==> src/rtl/fp_flopoco_pkg.sv <==
`default_nettype none
// -----------------------------------------------------------------------------
// fp_flopoco_pkg : shared FloPoCo float encodings, op codes and field helpers
// Rev 1.0
// -----------------------------------------------------------------------------
package fp_flopoco_pkg;

  localparam logic [1:0] EXC_ZERO = 2'b00;
  localparam logic [1:0] EXC_NORM = 2'b01;
  localparam logic [1:0] EXC_INF  = 2'b10;
  localparam logic [1:0] EXC_NAN  = 2'b11;

  typedef enum logic [2:0] {
    OP_GE  = 3'b000,
    OP_GT  = 3'b001,
    OP_LE  = 3'b010,
    OP_LT  = 3'b011,
    OP_EQ  = 3'b100,
    OP_NE  = 3'b101,
    OP_MIN = 3'b110,
    OP_MAX = 3'b111
  } op_e;

  // Field positions for an operand laid out as {exc, sign, exp, frac}
  function automatic int fp_width(input int we, input int wf);
    return we + wf + 3;
  endfunction

  function automatic int exc_lsb(input int we, input int wf);
    return we + wf + 1;
  endfunction

  function automatic int sign_bit(input int we, input int wf);
    return we + wf;
  endfunction

endpackage
`default_nettype wire

==> src/rtl/fp_classify.sv <==
`default_nettype none
// -----------------------------------------------------------------------------
// fp_classify : splits one FloPoCo operand into an unsigned magnitude key and flags
// Rev 1.0
// -----------------------------------------------------------------------------
module fp_classify
  import fp_flopoco_pkg::*;
#(
  parameter int WE = 11,
  parameter int WF = 10
) (
  input  logic [WE+WF+2:0] x_i,
  output logic [WE+WF+1:0] key_o,
  output logic             sign_o,
  output logic             is_zero_o,
  output logic             is_nan_o
);

  localparam int EXC_LO = exc_lsb(WE, WF);
  localparam int SGN    = sign_bit(WE, WF);

  logic [1:0]       w_exc;
  logic [WE+WF-1:0] w_payload;

  assign w_exc     = x_i[EXC_LO +: 2];
  assign w_payload = x_i[SGN-1:0];

  // Only normals carry a meaningful exp/frac; zero and inf payloads are
  // ignored so every zero ties and every infinity ties by exception code.
  assign key_o     = {w_exc, (w_exc == EXC_NORM) ? w_payload : '0};
  assign sign_o    = x_i[SGN];
  assign is_zero_o = (w_exc == EXC_ZERO);
  assign is_nan_o  = (w_exc == EXC_NAN);

endmodule
`default_nettype wire

==> src/rtl/fp_compare_pipe.sv <==
`default_nettype none
// -----------------------------------------------------------------------------
// fp_compare_pipe : two-stage valid/ready comparator and min/max select for FloPoCo floats
// Rev 1.0
// -----------------------------------------------------------------------------
module fp_compare_pipe
  import fp_flopoco_pkg::*;
#(
  parameter  int WE    = 11,
  parameter  int WF    = 10,
  parameter  int TAG_W = 8,
  localparam int W     = WE + WF + 3
) (
  input  logic             clk,
  input  logic             rst,
  input  logic             in_valid,
  output logic             in_ready,
  input  logic [W-1:0]     inA,
  input  logic [W-1:0]     inB,
  input  logic [2:0]       op,
  input  logic [TAG_W-1:0] in_tag,
  output logic             out_valid,
  input  logic             out_ready,
  output logic             res,
  output logic             unord,
  output logic [W-1:0]     sel,
  output logic [TAG_W-1:0] out_tag
);

  localparam int KW = WE + WF + 2;

  logic [KW-1:0]    w_key_a, w_key_b;
  logic             w_sign_a, w_sign_b, w_zero_a, w_zero_b, w_nan_a, w_nan_b;
  logic             w_adv1, w_adv2;

  logic             s1_valid_q, s1_gt_q, s1_eq_q, s1_sa_q, s1_sb_q;
  logic             s1_bz_q, s1_nana_q, s1_nanb_q;
  op_e              s1_op_q;
  logic [W-1:0]     s1_a_q, s1_b_q;
  logic [TAG_W-1:0] s1_tag_q;

  logic             s2_valid_q, res_q, unord_q;
  logic [W-1:0]     sel_q;
  logic [TAG_W-1:0] tag_q;

  logic             w_eq, w_gt, w_lt, w_nan, w_pick_a;
  logic             res_d, unord_d;
  logic [W-1:0]     sel_d;

  fp_classify #(.WE(WE), .WF(WF)) u_cls_a (
    .x_i       (inA),
    .key_o     (w_key_a),
    .sign_o    (w_sign_a),
    .is_zero_o (w_zero_a),
    .is_nan_o  (w_nan_a)
  );

  fp_classify #(.WE(WE), .WF(WF)) u_cls_b (
    .x_i       (inB),
    .key_o     (w_key_b),
    .sign_o    (w_sign_b),
    .is_zero_o (w_zero_b),
    .is_nan_o  (w_nan_b)
  );

  assign w_adv2   = ~s2_valid_q | out_ready;
  assign w_adv1   = ~s1_valid_q | w_adv2;
  assign in_ready = w_adv1;

  always_ff @(posedge clk or posedge rst) begin
    if (rst) begin
      s1_valid_q <= 1'b0;
      s1_gt_q    <= 1'b0;
      s1_eq_q    <= 1'b0;
      s1_sa_q    <= 1'b0;
      s1_sb_q    <= 1'b0;
      s1_bz_q    <= 1'b0;
      s1_nana_q  <= 1'b0;
      s1_nanb_q  <= 1'b0;
      s1_op_q    <= OP_GE;
      s1_a_q     <= '0;
      s1_b_q     <= '0;
      s1_tag_q   <= '0;
    end else if (w_adv1) begin
      s1_valid_q <= in_valid;
      if (in_valid) begin
        s1_gt_q   <= (w_key_a > w_key_b);
        s1_eq_q   <= (w_key_a == w_key_b);
        s1_sa_q   <= w_sign_a;
        s1_sb_q   <= w_sign_b;
        s1_bz_q   <= w_zero_a & w_zero_b;
        s1_nana_q <= w_nan_a;
        s1_nanb_q <= w_nan_b;
        s1_op_q   <= op_e'(op);
        s1_a_q    <= inA;
        s1_b_q    <= inB;
        s1_tag_q  <= in_tag;
      end
    end
  end

  always_comb begin
    w_eq     = s1_bz_q | (s1_eq_q & (s1_sa_q == s1_sb_q));
    w_gt     = 1'b0;
    w_nan    = s1_nana_q | s1_nanb_q;
    w_pick_a = 1'b1;
    res_d    = 1'b0;
    unord_d  = w_nan;

    // Differing signs: the positive side wins; negatives invert magnitude order
    if (s1_bz_q) begin
      w_gt = 1'b0;
    end else if (s1_sa_q != s1_sb_q) begin
      w_gt = ~s1_sa_q;
    end else if (!s1_sa_q) begin
      w_gt = s1_gt_q;
    end else begin
      w_gt = ~s1_gt_q & ~s1_eq_q;
    end
    w_lt = ~w_eq & ~w_gt;

    // NaN operands are skipped by min/max; two NaNs fall through to B
    case (s1_op_q)
      OP_MIN:  w_pick_a = s1_nana_q ? 1'b0 : (s1_nanb_q ? 1'b1 : ~w_gt);
      OP_MAX:  w_pick_a = s1_nana_q ? 1'b0 : (s1_nanb_q ? 1'b1 : ~w_lt);
      default: w_pick_a = 1'b1;
    endcase

    case (s1_op_q)
      OP_GE:   res_d = ~w_nan & (w_gt | w_eq);
      OP_GT:   res_d = ~w_nan & w_gt;
      OP_LE:   res_d = ~w_nan & (w_lt | w_eq);
      OP_LT:   res_d = ~w_nan & w_lt;
      OP_EQ:   res_d = ~w_nan & w_eq;
      OP_NE:   res_d = w_nan | ~w_eq;
      default: res_d = w_pick_a;
    endcase

    sel_d = w_pick_a ? s1_a_q : s1_b_q;
  end

  always_ff @(posedge clk or posedge rst) begin
    if (rst) begin
      s2_valid_q <= 1'b0;
      res_q      <= 1'b0;
      unord_q    <= 1'b0;
      sel_q      <= '0;
      tag_q      <= '0;
    end else if (w_adv2) begin
      s2_valid_q <= s1_valid_q;
      if (s1_valid_q) begin
        res_q   <= res_d;
        unord_q <= unord_d;
        sel_q   <= sel_d;
        tag_q   <= s1_tag_q;
      end
    end
  end

  assign out_valid = s2_valid_q;
  assign res       = res_q;
  assign unord     = unord_q;
  assign sel       = sel_q;
  assign out_tag   = tag_q;

endmodule
`default_nettype wire

==> config.mk <==
export PLATFORM = sky130hd
export DESIGN_NAME = fp_compare_pipe
export DESIGN_NICKNAME = d
export VERILOG_FILES = /design/src/rtl/fp_flopoco_pkg.sv /design/src/rtl/fp_classify.sv /design/src/rtl/fp_compare_pipe.sv
export SDC_FILE = /design/constraint.sdc
export NUM_CORES = 1
export LEC_CHECK = 0
export ABC_CLOCK_PERIOD_IN_PS = 4100
export CORE_UTILIZATION = 40
export CTS_CLUSTER_DIAMETER = 120
export CTS_CLUSTER_SIZE = 25
export DETAILED_ROUTE_END_ITERATION = 6
export GPL_TIMING_DRIVEN = 0
export MAX_ROUTING_LAYER = met4
export PLACE_DENSITY = 0.71
export SLEW_MARGIN = 15
export SYNTH_ARGS = -nofsm -noshare
export SYNTH_HDL_FRONTEND = slang
export SYNTH_SLANG_ARGS = --single-unit
==> constraint.sdc <==
create_clock -name clk -period 4.1 [get_ports clk]
set_input_delay 0.41 -clock clk [delete_from_list [all_inputs] [get_ports clk]]
set_output_delay 0.41 -clock clk [all_outputs]
set_load 0.01 [all_outputs]
; Word-level counts from Yosys, hierarchy flattened
; Index checks and enable logic that the tools add are counted.
[totals]
regBits = 102
input_bits = 63
output_inout_bits = 36
[op_classes]
order_cmp = 1
eq_ne = 14
n_mux = 12
n_bitwise = 25
reduce_logical = 5
[ops]
columns = operator, count
row1 = 2-to-1 mux 21 bit, 2
row2 = 2-to-1 mux 24 bit, 1
row3 = equality test 23 bit, 1
row4 = > comparator 23 bit, 1
row5 = equality test 3 bit (second input constant), 4
row6 = bitwise AND 1 bit, 9
row7 = NOT 1 bit, 9
row8 = 2-to-1 mux 1 bit, 7
row9 = bitwise OR 1 bit, 7
row10 = equality test 3 x 2 -> 1 bit (second input constant), 2
row11 = case mux 1 bit (6 select lines), 1
row12 = equality test 2 x 1 -> 1 bit (second input constant), 2
row13 = equality test 2 bit (second input constant), 2
row14 = logical NOT 2 bit, 2
row15 = AND reduction 2 bit, 2
row16 = equality test 3 x 1 -> 1 bit (second input constant), 1
row17 = logical NOT 3 bit, 1
row18 = case mux 1 bit (2 select lines), 1
row19 = equality test 1 bit, 1
row20 = != test 1 bit, 1

; Logic depth before layout (Yosys ltp)
[depth]
ltp_word = 12
ltp_mapped = 10

; By module
; A second synthesis with hierarchy kept.
[unflattened]
cells_unflattened = 582
hier_area_um2 = 5322.6
[by_module_without_submodules]
columns = module, n_inst, cells_each, area_each_um2, seq_area_each_um2
row1 = fp_compare_pipe, 1, 522, 4814.6, 2552.4
row2 = fp_classify, 2, 30, 254.0, 0.0

; Least setup slack after synthesis
; OpenSTA, ideal clock, no wires.
[synth_path]
path_kind = input port to flip-flop
from = input port inB[22]
to = register s1_gt_q
t_arrival_ps = 2102
required_time_ps = 3964
path_slack_ps = 1862
cell_stages = 10
n_path_buf = 1
path_cell_list = inv_1 -> nor2_1 -> clkbuf_1 -> nand2_1 -> ha_1 -> a211o_1 -> o211ai_1 -> o211ai_1 -> a2111oi_0 -> o21ai_0
[synth_via]
elab_chain_len = 3
[synth_lines]
columns = element, line_no
row1 = "start, declared", fp_compare_pipe.sv:19  ; input logic [W-1:0] inB,
row2 = equality test 2 x 1 -> 1 bit, fp_classify.sv:30  ; assign key_o = {w_exc, (w_exc == EXC_NORM) ? w_payload : '0};
row3 = 2-to-1 mux 21 bit, fp_classify.sv:30
row4 = > comparator 23 bit (*), fp_compare_pipe.sv:87  ; s1_gt_q <= (w_key_a > w_key_b);
row5 = "end signal, assigned", fp_compare_pipe.sv:87
row6 = "end, declared", fp_compare_pipe.sv:36  ; logic s1_valid_q, s1_gt_q, s1_eq_q, s1_sa_q, s1_sb_q;
; Mark *: on every way between the ends. The rest lies on a longest branch, timed or not.
; A chain may end at the register's enable or synchronous reset.

; Worst setup path in the final report
; Ends and elaborated chain as after synthesis.

==> metrics <==
status completed; synthesis-stage register bit count 100; Post-Syn Instances between 400 and 500; most frequent cells in the layout 100 x dfrtp_1, 98 x clkdlybuf4s50_1, 65 x mux2_2, 58 x nand2_1, 24 x mux2i_1; Worst R2R Start s1_a_q[21]$_DFFE_PP0P_; core box area around 0.012 sq mm; die area about 0.013 sq mm; final setup fails 0; Final Hold Vio Count 0; Slew Limit Fails 0; CP Capture Type register; synth warn 0; die height ~110 microns; Area Growth Syn to Fin 30.1%; number of fillers in the final layout 1039; Final #Nets 614; Top-Level Pins 99; syn_nets 504; Routed Antenna Nets 0; routed wire length roughly 12000 microns; area of the multi-input gates 0.00225 sq mm; setup repair bufs after CTS 0; Starting Density 40.9%; sequential area share after synthesis 51.2%; RSZ-0062 raised after global routing false; CTS tree built; antenna violations before repair 0; TritonCTS Buffers 9; most common cell after layout, fill and taps aside dfrtp_1; Clock Skews roughly 0.011 ns; global-route wire length before repair 19600 microns; Distinct cells, synth 46; Post-Syn Area per Cell 11.7 sq um; Antenna diodes 0; FP Rows 40; fmax about 0.32 GHz; Placer Congestion approximately 0.84; placed cell count around 660; Iter 0 DRT Violations 150; layout cells sized above 1 17.3%; insertion delay to the later sink of the worst-skew pair ~0.35 ns; CTS root buffer clkbuf_16; Synth area leaders dfrtp_1 51%, mux2_2 15%, ha_1 5.9%; Async SR Flop Fraction 100%; # hold bufs at CTS 0; vias in the first global route just under 4000; power per standard cell area between 400 and 500 mW/mm^2; H-tree levels 3; post-DR vias/cell about 5.3; CP Launch Type primary input; Detailed Routing Iterations Pass 1 4; DR WL/cell approximately 17 microns; required time worst endpoint ~4.3 ns; max cap viols 0; period utilization roughly three quarters; clk slew on worst S/H paths about 0.07 ns; Crit Path Class primary input to register; Post-Syn Area a little under 0.005 sq mm; die width 113 microns; r2r setup slk around 2.0 ns; worst slew pin tran about 0.67 ns; critical path data arrival time 3.32 ns; total gr overflow 0; global-route total usage across every layer between 20% and 30%; largest net degree at the start of global routing 55; Worst R2R End sel[6]$_DFFE_PP0P_; Pleak roughly 2.8 nW; r2r worst-path depth 7; HP Class primary input to asynchronous set/reset pin; clk sinks 100; Post-DP HPWL between 8000 and 9000 microns; Post-Layout Cell Count 680; post-cts sizing count 0; Worst VDD drop 0.000175 V; Post-synth EDFFs 0; Top FF cell, synth dfrtp_1; Seq. cell area approximately 0.0025 sq mm; vias 3571; DRC Markers 0; Synth top area share 51.2%; Crit Path Max Fanout 10; Buffers on Ports roughly 100; Clock Tree Buf Depth 2; Tmin final just over 3 ns; max_slew headroom approximately 55%; Synth area leader dfrtp_1; Total Neg Setup Slack 0 ns
==> sequential cells by signal, indices dropped and copies added (netlist names), 3 cells and up <==
name	flops
s1_a_q	24
out_tag	8
s1_b_q	24
sel	24
s1_tag_q	8
s1_op_q	3
==> cells in the mapped netlist, types with 2 or more instances <==
| cell | instances |
|---|---|
| a211o_1 | 2 |
| a21o_1 | 2 |
| a21oi_1 | 8 |
| a22oi_1 | 2 |
| a31oi_1 | 3 |
| and2_1 | 20 |
| buf_1 | 2 |
| buf_8 | 2 |
| clkbuf_1 | 16 |
| dfrtp_1 | 100 |
| ha_1 | 23 |
| inv_1 | 8 |
| mux2_2 | 65 |
| mux2i_1 | 24 |
| nand2_1 | 58 |
| nand2b_1 | 3 |
| nand3_1 | 5 |
| nand4_1 | 5 |
| nor2_1 | 6 |
| nor2b_1 | 3 |
| nor3_1 | 2 |
| o211ai_1 | 2 |
| o21a_1 | 2 |
| o21ai_0 | 13 |
| o21ai_1 | 20 |
| or4_1 | 2 |
==> cell type report <==
type | instances | share of cell area, %
clock inverter | 7 | 0.806
sequential | 100 | 39.3
buffer | 21 | 1.71
multi-input combinational | 289 | 35.3
tap | 147 | 2.89
timing repair buffer | 99 | 15.8
clock buffer | 9 | 3.54
inverter | 8 | 0.551
==> routing by layer <==
layer / wire length, microns / GRT usage (%)
met5: 0 / -
met4: 299 / 9.42
met3: 450 / 3.29
met2: 5540 / 33.2
met1: 5240 / 25.8
==> stage by stage <==
stage	power, W	util (%)	area (sq um)	setup slack (ns)	hold WS [ns]
CTS	0.00288	53.2	6360	0.997	0.463
finish	0.00284	53.2	6360	0.983	0.452
floorplan	0.00169	-	4890	1.07	0.449
global route	0.00301	53.2	6360	0.751	0.499
global placement	0.00204	50.6	6050	-0.341	0.463
detailed placement	0.00207	50.9	6090	0.630	0.474
==> worst max-delay path, stage by stage <==
cell and delay [ns]:
clkdlybuf4s50_1 0.55, inv_1 0.11, nor2_1 0.15, clkbuf_1 0.48
nand2_1 0.13, ha_1 0.31, a211o_1 0.29, o211ai_1 0.08
o211ai_1 0.12, a2111oi_0 0.50, o21ai_0 0.18
==> report_power, final <==
| group | leakage [nW] | internal (W) | switching, W |
|---|---|---|---|
| Combinational | 1.47 | 0.000433 | 0.000335 |
| Sequential | 1.19 | 0.00117 | 0.000106 |
| Clock | 0.132 | 0.000415 | 0.000389 |
| Total | 2.80 | 0.00201 | 0.000830 |
==> cells by family (layout without fill, tap and decap cells) <==
kind of cell / after synthesis / in the layout / synth area share (%)
muxes: 89 / 89 / 19.9
xor gates and xnor gates: 3 / 3 / 0.691
DFF: 100 / 100 / 51.2
AOI/OAI and AO/OA: 64 / 64 / 8.57
adders and majority gates: 23 / 23 / 5.89
buffers and inverters: 29 / 144 / 2.84
and+or+nand+nor: 110 / 110 / 11.0
==> worst max path at each step <==
stage	slack [ns]	cells after the start	to	from
after floorplan	1.07	1	out_tag[0]$_DFFE_PP0P_	rst
after global placement	-0.34	2	sel[16]$_DFFE_PP0P_	rst
after detailed placement	0.63	11	s1_gt_q$_DFFE_PP0P_	inB[22]
after CTS	1.0	10	s1_gt_q$_DFFE_PP0P_	inA[22]
after global routing	0.75	10	s1_gt_q$_DFFE_PP0P_	inA[22]
final	0.98	11	s1_gt_q$_DFFE_PP0P_	inB[22]
(Power assumes the default switching activity.)
==> patch 1 (same settings) <==
`WE` is set to 11 in 2 places; all go to 12.
--- a/src/rtl/fp_classify.sv
+++ b/src/rtl/fp_classify.sv
@@ -6,7 +6,7 @@
 module fp_classify
   import fp_flopoco_pkg::*;
 #(
-  parameter int WE = 11,
+  parameter int WE = 12,
   parameter int WF = 10
 ) (
   input  logic [WE+WF+2:0] x_i,
--- a/src/rtl/fp_compare_pipe.sv
+++ b/src/rtl/fp_compare_pipe.sv
@@ -6,7 +6,7 @@
 module fp_compare_pipe
   import fp_flopoco_pkg::*;
 #(
-  parameter  int WE    = 11,
+  parameter  int WE    = 12,
   parameter  int WF    = 10,
   parameter  int TAG_W = 8,
   localparam int W     = WE + WF + 3
Ports: changed (resized inA, inB and sel); port bits go from 99 to 102. The function was not compared with the original's and may differ.
==> patch 1 against the unedited design <==
Design area grew 3.9%. Routed wire length grew 3.6%. First-iteration DRC count grew 4.7%. Sequential cell count grew 3. Maximum frequency grew 6.4%. Critical endpoint unchanged. Combinational power grew 3.0%. Synthesized area grew 3.4%. Worst setup slack gained 190 ps. Power grew 5.4%.
==> patch 1: results (changes against the unedited design) <==
* Run status: complete, no violations
* DRC at 0 (unchanged)
* Synth area leaders: dfrtp_1 51%, mux2_2 15%, ha_1 5.9%, mux2i_1 5.0%, nand2_1 4.6%
* RD Place Congestion at 0.8506 (+1.9%)
* CTS Buffer Depth at 2 (unchanged)
* Max cap viols at 0 (unchanged)
* Clock-pin slew on the worst setup and hold paths at 70 ps (about the same)
* I/O Buffers at 101 (+3.1%)
* Wire length per cell at 16.69 um (-1.6%)
* Final cell count without fillers at 716 (+5.3%)
* Worst slew pin tran at 751.2 ps (+81.32 ps)
* Worst R2R Setup Slack at 2020 ps (-20 ps)
* Syn_area_per_cell at 11.73 um2 (+0.26%)
* Final period util at 71.48% (-4.5 points)
* CP top delay family: buffers and inverters
* Syn Std Cell Area at 5055 um2 (+3.4%)
* Placed Cells at 701 (+5.6%)
* Crit path largest cell delay at 610 ps (+60 ps)
* CTS root buffer: clkbuf_16
* Library cells used by synthesis at 49 (+6.5%)
* Largest net degree at the start of global routing at 61 (+11%)
* Slowest CP cell: clkdlybuf4s50_1
* Min-delay worst type: primary input to async pin
* Placed Area at 6309 um2 (+3.6%)
* Vias in the first global route at 3869 (-0.54%)
* VDD IR max at 0.1897 mV (+8.6%)
* First-pass GRT wire length at 19.69 mm (+0.28%)
* First-pass DRT Iterations at 4 (unchanged)
* Leakage at 0.002907 uW (+4.0%)
* Pre-CTS WS at 796.5 ps (+166.9 ps)
* Syn_nets at 520 (+3.2%)
* Layout cells sized above 1 at 17.70% (+0.44 points)
* ANT cells at 0 (unchanged)
* Sequential fraction of the synthesis area at 50.99% (-0.19 points)
* Post-synth top cells: 103 x dfrtp_1, 67 x mux2_2, 62 x nand2_1
* Data arrival, critical path at 3140 ps (-180 ps)
* Clock Skew at 9.802 ps (-1.690 ps)
* Dpl hpwl at 8.891 mm (+3.8%)
* Initial DRC Count at 157 (+4.7%)
* Final #Nets at 633 (+3.1%)
* Routed vias at 3700 (+3.6%)
* GRT Total Usage at 20.13% (-0.58 points)
-- patch 1: cell types whose count changed after synthesis, moves of 2 or more --
cell | before | now
a21oi_1 | 8 | 13
a22oi_1 | 2 | 0
buf_2 | 0 | 5
clkbuf_1 | 16 | 10
dfrtp_1 | 100 | 103
inv_1 | 8 | 3
mux2_2 | 65 | 67
nand2_1 | 58 | 62
o21a_1 | 2 | 0
o31ai_1 | 1 | 3
-- patch 1: power by group --
part / internal [uW] / leakage, uW / switching (uW) / total, uW
Sequential: 1200 / 0.00123 / 113 / 1320
Combinational: 446 / 0.00154 / 345 / 791
Clock: 534 / 0.000147 / 359 / 893
-- patch 1: stage by stage --
step,hold WS [ps],util (%)
2_1_floorplan,449.2,-
3_3_place_gp,468.6,51.60
3_5_place_dp,475.5,51.87
4_1_cts,470.4,54.38
5_1_grt,497.3,54.38
6_report,460.9,54.38
-- patch 1: metal layers --
layer  wire length, um  global-route usage, %
met1              5574                  25.82
met2              5588                  31.88
met3               567                  3.812
met4               222                  7.273
met5                 0                      -
-- patch 1: final timing paths --
path	end	cells past startpoint	start
setup / recovery	s1_gt_q$_DFFE_PP0P_	10	inA[23]
hold / removal	s1_tag_q[4]$_DFFE_PP0P_	2	rst
setup reg to reg	sel[21]$_DFFE_PP0P_	7	s1_a_q[22]$_DFFE_PP0P_
hold reg to reg	sel[19]$_DFFE_PP0P_	2	sel[19]$_DFFE_PP0P_
max in group asynchronous	s1_a_q[12]$_DFFE_PP0P_	3	rst
min in group clk	sel[19]$_DFFE_PP0P_	2	sel[19]$_DFFE_PP0P_
-- patch 1: cell families after synthesis --
kind of cell	count (synthesis)	synth area share, %
AOI/OAI and AO/OA	65	8.119
xor gates and xnor gates	3	0.5199
adders and majority gates	24	5.941
buffers and inverters	25	2.921
DFF	103	50.99
muxes	92	19.88
and+or+nand+nor	119	11.63
-- patch 1: area by class of cell --
type	count	area, um2
Clock inverter	3	68.82
Timing Repair Buffer	102	1039
Multi-Input combinational cell	303	2330
Clock buffer	12	236.5
Tap cell	168	210.2
Buffer	22	136.4
Sequential cell	103	2577
Fill cell	1070	5548
Inverter	3	16.27
==> patch 2 (config.mk and constraints unchanged) <==
Without the edit above. Make the reset (`rst`) synchronous in 2 clocked blocks.
--- a/src/rtl/fp_compare_pipe.sv
+++ b/src/rtl/fp_compare_pipe.sv
@@ -67,7 +67,7 @@
   assign w_adv1   = ~s1_valid_q | w_adv2;
   assign in_ready = w_adv1;
 
-  always_ff @(posedge clk or posedge rst) begin
+  always_ff @(posedge clk) begin
     if (rst) begin
       s1_valid_q <= 1'b0;
       s1_gt_q    <= 1'b0;
@@ -139,7 +139,7 @@
     sel_d = w_pick_a ? s1_a_q : s1_b_q;
   end
 
-  always_ff @(posedge clk or posedge rst) begin
+  always_ff @(posedge clk) begin
     if (rst) begin
       s2_valid_q <= 1'b0;
       res_q      <= 1'b0;
Formal check against the unedited RTL: differs if rst is asserted again (counterexample within 4 cycles, from zero or initial values and one cycle with rst high); with rst held inactive, the same outputs for 10 cycles.
==> patch 2 against the unedited design <==
Via count is 20% higher. Sequential cell count stayed put. Synthesized area is 7.2% lower. Die area is 7.1% lower. Worst setup slack better by 150 ps. Routed wire length is 11% higher. Design area is 5.8% lower.
Power is not compared: it rests on default switching activity, and its combinational part moved more than twofold at a synthesized area within 25%.
==> patch 2: results (changes against the unedited design) <==
* Run status: complete, no violations
* VDD IR max at 0.2397 mV
* Library cells used by synthesis at 42 (-8.7%)
* First-pass DRT Iterations at 5 (+1)
* First-pass GRT wire length at 20.42 mm (+4.0%)
* Via-per-instance ratio at 5.246 (about the same)
* Fillers at 1059 (+1.9%)
* Routed vias at 4281 (+20%)
* RD Place Congestion at 0.8649 (+3.6%)
* Vias in the first global route at 4189 (+7.7%)
* Slowest CP cell: clkdlybuf4s50_1
* Synth area leaders: dfxtp_1 44%, nand2_1 14%, a21oi_1 8.9%, ha_1 6.3%, mux2i_1 5.3%
* Reg-to-reg startpoint: out_valid$_SDFFE_PP0P_
* Met1 Use GR at 28.02% (+2.2 points)
* Sequential fraction of the synthesis area at 44.11% (-7.1 points)
* Placed Area at 5694 um2 (-6.5%)
* Placed Cells at 800 (+20%)
* Post-synthesis async set-or-reset flop share at 0% (-100 points)
* Crit path launch: inA[22]
* Top_reg_cell synth: dfxtp_1
* Largest net degree at the start of global routing at 18 (-67%)
* Met3 wire len at 619 um (+38%)
* Final #Nets at 757 (+23%)
* Reg2reg end: sel[16]$_SDFFE_PP0P_
* Internal power at 1674 uW
* Dpl hpwl at 9.694 mm (+13%)
* Fin util at 54.79% (+1.6 points)
* CP top delay family: buffers and inverters
* Reg2Reg Depth at 6 (-1)
* Pre-CTS WS at 886.5 ps (+256.8 ps)
* Met2 routed WL at 6.453 mm (+16%)
* Layout cells sized above 1 at 3.107% (-14 points)
* Post-synth top cells: 165 x nand2_1, 100 x dfxtp_1, 81 x a21oi_1
* Routing usage on met3 at 2.712% (-0.58 points)
* Min-delay worst type: flip-flop to flip-flop
* Initial DRC Count at 173 (+15%)
* Wire length per cell at 15.75 um (-7.2%)
* WHS at 456.1 ps (+4.124 ps)
* Worst slew pin tran at 612.8 ps (-57.04 ps)
* Syn_nets at 648 (+29%)
* Final worst setup slack at 1137 ps (+154.4 ps)
* Met2 Usage GRT at 39.69% (+6.5 points)
* Crit path largest cell delay at 600 ps (+50 ps)
* Buffers plus inverters on the worst setup path at 2 (-1)
[patch 2: cell types whose count changed in the layout (fill, tap and decap cells not counted), sizes merged, moves of 26 or more]
cell,unedited run,this run
a211oi,1,27
nand2,58,165
a21oi,8,81
dfrtp,100,0
dfxtp,0,100
mux2,65,0
o21ai,33,6
[patch 2: cell type report]
class / instances / area share (%)
multi-input cells: 418 / 38.88
flip-flops and latches: 100 / 33.41
repair buffers: 98 / 16.37
clock buffers: 10 / 3.821
plain buffers: 39 / 3.132
well taps: 140 / 2.923
clock inverters: 6 / 1.148
inverters: 5 / 0.3132
[patch 2: cells by family after synthesis]
logic type | Yosys count | synth area share (%)
AOI/OAI and AO/OA | 129 | 16.79
xor gates and xnor gates | 1 | 0.1930
adders and majority gates | 23 | 6.341
buffers and inverters | 44 | 4.549
DFF | 100 | 44.11
muxes | 24 | 5.294
and+or+nand+nor | 241 | 22.72
